$ cat config.mk
export PLATFORM = sky130hd
export DESIGN_NAME = ifu_prefetch
export DESIGN_NICKNAME = d
export VERILOG_FILES = /design/src/rtl/ifu_prefetch.sv
export SDC_FILE = /design/constraint.sdc
export NUM_CORES = 1
export LEC_CHECK = 0
export BUFFER_PORTS_ARGS = -buffer_cell sky130_fd_sc_hd__buf_2
export CAP_MARGIN = 20
export CORE_MARGIN = 8
export CORE_UTILIZATION = 60
export DETAILED_ROUTE_END_ITERATION = 10
export PLACE_DENSITY = 0.82
export SLEW_MARGIN = 15
export SYNTH_ARGS = -nofsm -noshare
export SYNTH_HDL_FRONTEND = slang
export SYNTH_SLANG_ARGS = --single-unit
export TNS_END_PERCENT = 20
$ cat constraint.sdc
create_clock -name clock -period 2.5 [get_ports clock]
set_input_delay 0.125 -clock clock [delete_from_list [all_inputs] [get_ports clock]]
set_output_delay 0.125 -clock clock [all_outputs]
set_load 0.02 [all_outputs]
$ cat src/rtl/ifu_prefetch.sv
// ifu_prefetch: line-based instruction fetch with a prefetch queue.
// Issues 8-byte line reads (several may be in flight), buffers the returned
// lines and hands them to decode one 32-bit instruction at a time.
// A redirect empties the queue. Responses to requests that were already in
// flight are still retired but their data is discarded.
module ifu_prefetch #(
    parameter logic [63:0] PC_START = 64'h8000_0000,
    parameter int          DEPTH    = 4,
    parameter int          MAX_OUT  = 2
) (
    input  logic        clock,
    input  logic        rst,
    input  logic        redirect,
    input  logic [63:0] redirect_pc,
    output logic        mem_req_valid,
    input  logic        mem_req_ready,
    output logic [63:0] mem_req_addr,
    input  logic        mem_resp_valid,
    input  logic [63:0] mem_resp_data,
    output logic        out_valid,
    input  logic        out_ready,
    output logic [63:0] out_pc,
    output logic [31:0] out_inst
);
    localparam int QW = $clog2(DEPTH);
    localparam int CW = $clog2(MAX_OUT + 1);
    localparam int PW = (MAX_OUT > 1) ? $clog2(MAX_OUT) : 1;

    // Instruction PCs are kept without their always-zero byte bits [1:0]
    logic [61:0]    fetch_pc_r;
    logic [CW-1:0]  outst_r;
    logic [CW-1:0]  drop_r;
    logic [61:0]    pend_r [MAX_OUT];
    logic [PW-1:0]  pend_wr_r;
    logic [PW-1:0]  pend_rd_r;
    logic [61:0]    q_pc_r [DEPTH];
    logic [63:0]    q_data_r [DEPTH];
    logic [QW-1:0]  q_head_r;
    logic [QW-1:0]  q_tail_r;
    logic [QW:0]    q_cnt_r;
    logic           lo_done_r;

    logic           accept_s;
    logic           push_s;
    logic           pop_s;
    logic           fire_s;
    logic           slot_s;
    logic           credit_ok_s;
    logic [CW-1:0]  outst_nx_s;
    logic [CW-1:0]  drop_nx_s;
    logic [QW:0]    q_cnt_nx_s;
    logic [1:0]     unused_bits_s;

    // Advance a pending-FIFO pointer; the depth need not be a power of two
    function automatic logic [PW-1:0] pend_inc(input logic [PW-1:0] p);
        if (p == PW'(MAX_OUT - 1)) begin
            return PW'(0);
        end else begin
            return p + PW'(1);
        end
    endfunction

    assign unused_bits_s = redirect_pc[1:0];

    // A line may only be requested when it is guaranteed a queue slot on return
    assign credit_ok_s   = (32'(outst_r) + 32'(q_cnt_r)) < 32'(DEPTH);
    assign mem_req_valid = !redirect && (outst_r < CW'(MAX_OUT)) && credit_ok_s;
    assign mem_req_addr  = {fetch_pc_r[61:1], 3'b000};
    assign accept_s      = mem_req_valid && mem_req_ready;

    // Only responses to requests issued after the latest redirect enter the queue
    assign push_s = mem_resp_valid && !redirect && (drop_r == CW'(0));

    // The head slot is the upper half when the line was entered at +4 or the lower half is done
    assign slot_s    = q_pc_r[q_head_r][0] | lo_done_r;
    assign out_valid = (q_cnt_r != (QW + 1)'(0)) && !redirect;
    assign out_pc    = {q_pc_r[q_head_r][61:1], slot_s, 2'b00};
    assign out_inst  = slot_s ? q_data_r[q_head_r][63:32] : q_data_r[q_head_r][31:0];
    assign fire_s    = out_valid && out_ready;
    assign pop_s     = fire_s && slot_s;

    // Next values of the in-flight, drop and occupancy counters
    always_comb begin
        outst_nx_s = outst_r;
        drop_nx_s  = drop_r;
        q_cnt_nx_s = q_cnt_r;
        if (accept_s && !mem_resp_valid) begin
            outst_nx_s = outst_r + CW'(1);
        end else if (!accept_s && mem_resp_valid) begin
            outst_nx_s = outst_r - CW'(1);
        end else begin
            outst_nx_s = outst_r;
        end
        if (redirect) begin
            // Nothing is accepted in a redirect cycle, so every remaining request is stale
            drop_nx_s  = outst_nx_s;
            q_cnt_nx_s = (QW + 1)'(0);
        end else begin
            if (mem_resp_valid && (drop_r != CW'(0))) begin
                drop_nx_s = drop_r - CW'(1);
            end else begin
                drop_nx_s = drop_r;
            end
            case ({push_s, pop_s})
                2'b10:   q_cnt_nx_s = q_cnt_r + (QW + 1)'(1);
                2'b01:   q_cnt_nx_s = q_cnt_r - (QW + 1)'(1);
                default: q_cnt_nx_s = q_cnt_r;
            endcase
        end
    end

    // Fetch PC and request bookkeeping counters
    always_ff @(posedge clock or negedge rst) begin
        if (!rst) begin
            fetch_pc_r <= PC_START[63:2];
            outst_r    <= CW'(0);
            drop_r     <= CW'(0);
        end else begin
            outst_r <= outst_nx_s;
            drop_r  <= drop_nx_s;
            if (redirect) begin
                fetch_pc_r <= redirect_pc[63:2];
            end else if (accept_s) begin
                fetch_pc_r <= {fetch_pc_r[61:1] + 61'd1, 1'b0};
            end
        end
    end

    // Pending FIFO holding the PC of every accepted but unanswered request
    always_ff @(posedge clock or negedge rst) begin
        if (!rst) begin
            for (int i = 0; i < MAX_OUT; i++) begin
                pend_r[i] <= 62'd0;
            end
            pend_wr_r <= PW'(0);
            pend_rd_r <= PW'(0);
        end else begin
            if (accept_s) begin
                pend_r[pend_wr_r] <= fetch_pc_r;
                pend_wr_r         <= pend_inc(pend_wr_r);
            end
            if (mem_resp_valid) begin
                pend_rd_r <= pend_inc(pend_rd_r);
            end
        end
    end

    // Line queue storage, pointers and head slot tracking
    always_ff @(posedge clock or negedge rst) begin
        if (!rst) begin
            for (int i = 0; i < DEPTH; i++) begin
                q_pc_r[i]   <= 62'd0;
                q_data_r[i] <= 64'd0;
            end
            q_head_r  <= QW'(0);
            q_tail_r  <= QW'(0);
            q_cnt_r   <= (QW + 1)'(0);
            lo_done_r <= 1'b0;
        end else begin
            q_cnt_r <= q_cnt_nx_s;
            if (redirect) begin
                q_head_r  <= QW'(0);
                q_tail_r  <= QW'(0);
                lo_done_r <= 1'b0;
            end else begin
                if (push_s) begin
                    q_pc_r[q_tail_r]   <= pend_r[pend_rd_r];
                    q_data_r[q_tail_r] <= mem_resp_data;
                    q_tail_r           <= q_tail_r + QW'(1);
                end
                if (pop_s) begin
                    q_head_r  <= q_head_r + QW'(1);
                    lo_done_r <= 1'b0;
                end else if (fire_s) begin
                    lo_done_r <= 1'b1;
                end
            end
        end
    end

endmodule

==> impl_metrics.ini <==
[run_status]
status = finished with violations
violations = setup timing

[drt]
drtIter0Drc = 2144
routed-via-count = 23300
wl_per_cell_um = 25.5
wl_um = 92800
vias_per_cell = 6.39
route.detailed.drc = 0
drtAntennaViolNets = 0
drtPass1Iterations = 6

[timing]
tightest_slew_ns = 0.975
setup_viol_count_final = 38
rsz0062_at_grt = yes
finalMaxSlewViolations = 0
holdWs_ns = 0.0789
relSlewSlack = 0.349
fmax_mhz = 367
fin_ws_ns = -0.222
hold_violations = 0
post-route-period-util = 1.09
period_needed_ns = 2.72
clock_skew_ns = 0.0195

[cts]
numCtsBuffers = 73
cts_tree = done
worstSkewPairLatency_ns = 0.62
clkSlewWorstSetupHoldPaths_ns = 0.06
cts_root_buffer = clkbuf_16
clk_path_buf_depth = 3
cts_max_level = 3
cts_sinks = 704

[setup_path]
worst_path_max_delay_cell = dfrtp_4
max_stage_delay_ns = 0.55
reg2reg_slack_ns = 0.05
worstPathCellList = a211oi_4 > buf_6 > clkbuf_16 > mux4_2 > mux2_4 > buf_6
path_max_fanout = 8
crit_path_start_kind = register
r2r_end = fetch_pc_r[52]
critPathMostFrequentCell = buf_6
worst-r2r-cell-count = 6
r2r_start = fetch_pc_r[5]
cp-startpoint = q_head_r[1]
crit_arrival_ns = 2.60
cp-endpoint = out_inst[12]
critPathCaptureType = output pin
path_class = register to output pin
critPathRequiredTime_ns = 2.38

[run]
cap_violations = 0

[global_routing]
antenna_found_initial = 6
grt_pass1_vias = 24700
track_usage = 0.301
grt_max_degree = 88
grt-ovfl-total = 0
grt_pass1_wl_um = 143000

[synth]
synth_ff_type = dfrtp_1
yosysSeqAreaShare = 0.552
syn_area_sq_um = 31900
synth_edf_count = 0
synth.distinct_cells = 64
synth_top_area_frac = 0.551
yosysWarnings = 0
async_flop_share = 1.00
yosys_register_bits = 704
yosys.area.top_type = dfrtp_1
synthTopCellsByArea = dfrtp_1 (55%), mux2_2 (14%), mux4_2 (8.9%), o21ai_0 (4.7%), nand2_1 (4.3%)
synth.avg_cell_area_sq_um = 12.6
syn_inst = 2532

[final_layout]
final_cell_mix = dfrtp_1 (699), mux2_2 (365), nand2_1 (360)
fin_nets = 3034
instances_no_fill = 3637
layout_commonest_cell = dfrtp_1
area_growth_pct = 20.9
drive_gt1_frac = 0.358

[floorplanning]
core_sq_um = 52600
rows = 84
start_util = 0.607
pin_count = 296
die_h_um = 247
dieArea_sq_um = 60800
die_w_um = 247

[pwr]
p_per_area_nw_per_um2 = 1100
p_sw_frac = 0.336
pwr-share-clk = 0.256
p_int_uw = 28300
max-vdd-ir-drop_uv = 802
p_switching_uw = 14300
combPwrFrac = 0.340
pwr-share-seq = 0.403
total_leakage_power_uw = 0.0179

[placement]
dp_hpwl_um = 54700
dp.cells = 3358
placement.io_buffers = 288
gp_congestion = 0.866

[min_path]
min_path_type = input port to asynchronous set/reset pin
## routing by layer
metal  up-vias  wire [um]  GRT usage
li1       9789          -          -
met1     11900      34300      0.378
met2      1193      46100      0.494
met3       331       7370     0.0659
met4         6       5080      0.147
met5         -         38          0
## cell families (layout without fill, tap and decap cells)
group                    count (synthesis)  count (layout)  synth area share
AO/OA/AOI/OAI                          391             391            0.0690
XOR/XNOR                                17              17           0.00466
adder cells (fa/ha/maj)                  8               8           0.00337
buffers and inverters                  258             667            0.0397
flip-flops                             704             704             0.552
multiplexers                           588             588             0.249
other                                    1               9          0.000117
AND/OR/NAND/NOR                        565             565            0.0821
## worst max-delay path: cells and delay by family (launching register included)
kind	cells	cell delay (ns)
mux	2	0.60
buf+inv	3	0.50
flops	1	0.55
compound gates	1	0.30
## synthesized netlist by cell type, types with 7 or more instances
cell	count
o211ai_1	19
xnor2_1	7
xor2_1	10
dfrtp_1	703
buf_4	67
nand2_1	365
or4_1	13
nand3_1	50
nor2_1	35
and2_1	13
buf_1	31
nor3_1	11
buf_2	32
a21oi_1	7
o21ai_0	302
mux2_2	391
inv_1	18
o311ai_1	7
ha_1	7
nand4_1	25
o311ai_0	7
nand2b_1	7
clkbuf_1	108
mux4_2	126
a31oi_1	13
nor4_1	8
mux2i_1	71
or3_1	8
## how the worst min path moves through the flow
stage                           endpoint  cells after the start  slack (ns)     startpoint
after floorplan                drop_r[0]                      0       -0.17            rst
after CTS                 fetch_pc_r[51]                      4        0.05  mem_req_ready
after global placement     q_data_r[155]                      1        0.13            rst
after global routing      fetch_pc_r[51]                      4        0.11  mem_req_ready
after detailed placement   q_data_r[155]                      1        0.14            rst
final                      q_data_r[155]                      2        0.08            rst
## per-stage QoR
step | power [uW] | cell area, sq um | worst slack [ns] | TNS [ns] | util
2_1_floorplan | 25200 | 31900 | 0.313 | 0 | -
3_3_place_gp | 28600 | 34200 | 0.156 | 0 | 0.651
3_5_place_dp | 29500 | 34200 | 0.0583 | 0 | 0.651
4_1_cts | 41500 | 38300 | -0.221 | -6.49 | 0.730
5_1_grt | 44300 | 38600 | -0.288 | -10.58 | 0.735
6_report | 42600 | 38600 | -0.222 | -6.20 | 0.735
## final cells by class
class | count | area (sq um)
sequential | 704 | 17600
fill | 3066 | 13900
multi-input combinational | 1574 | 13300
timing repair buffer | 521 | 4380
clock buffer | 111 | 2180
tap | 688 | 861
clock inverter | 17 | 211
inverter | 18 | 67.6
antenna | 4 | 10.0
## repair_timing
item                                    CTS  global route
hold buffers                            134             0
cloned                                    7             1
resized for setup                        61            70
endpoints found under the hold margin   523             0
pin swaps                                 2             1
endpoints found under the setup margin   93           141
setup buffers                             5             0
## power groups by stage
stage / combinational (uW) / clock (uW) / sequential [uW]
global placement: 11900 / 0 / 16700
global route: 15400 / 11500 / 17500
detailed placement: 12400 / 0 / 17000
floorplan: 9010 / 0 / 16200
CTS: 13600 / 11000 / 16900
finish: 14500 / 10900 / 17200
## state kept, by name (all words and copies together), names as in the netlist
register and count:
q_cnt_r 3, q_data_r 256, q_head_r 2, drop_r 2, fetch_pc_r 62, pend_wr_r 1, q_tail_r 2, lo_done_r 1
pend_rd_r 1, q_pc_r 248, outst_r 2, pend_r 124
No activity file was read; power rests on OpenSTA's default activity.
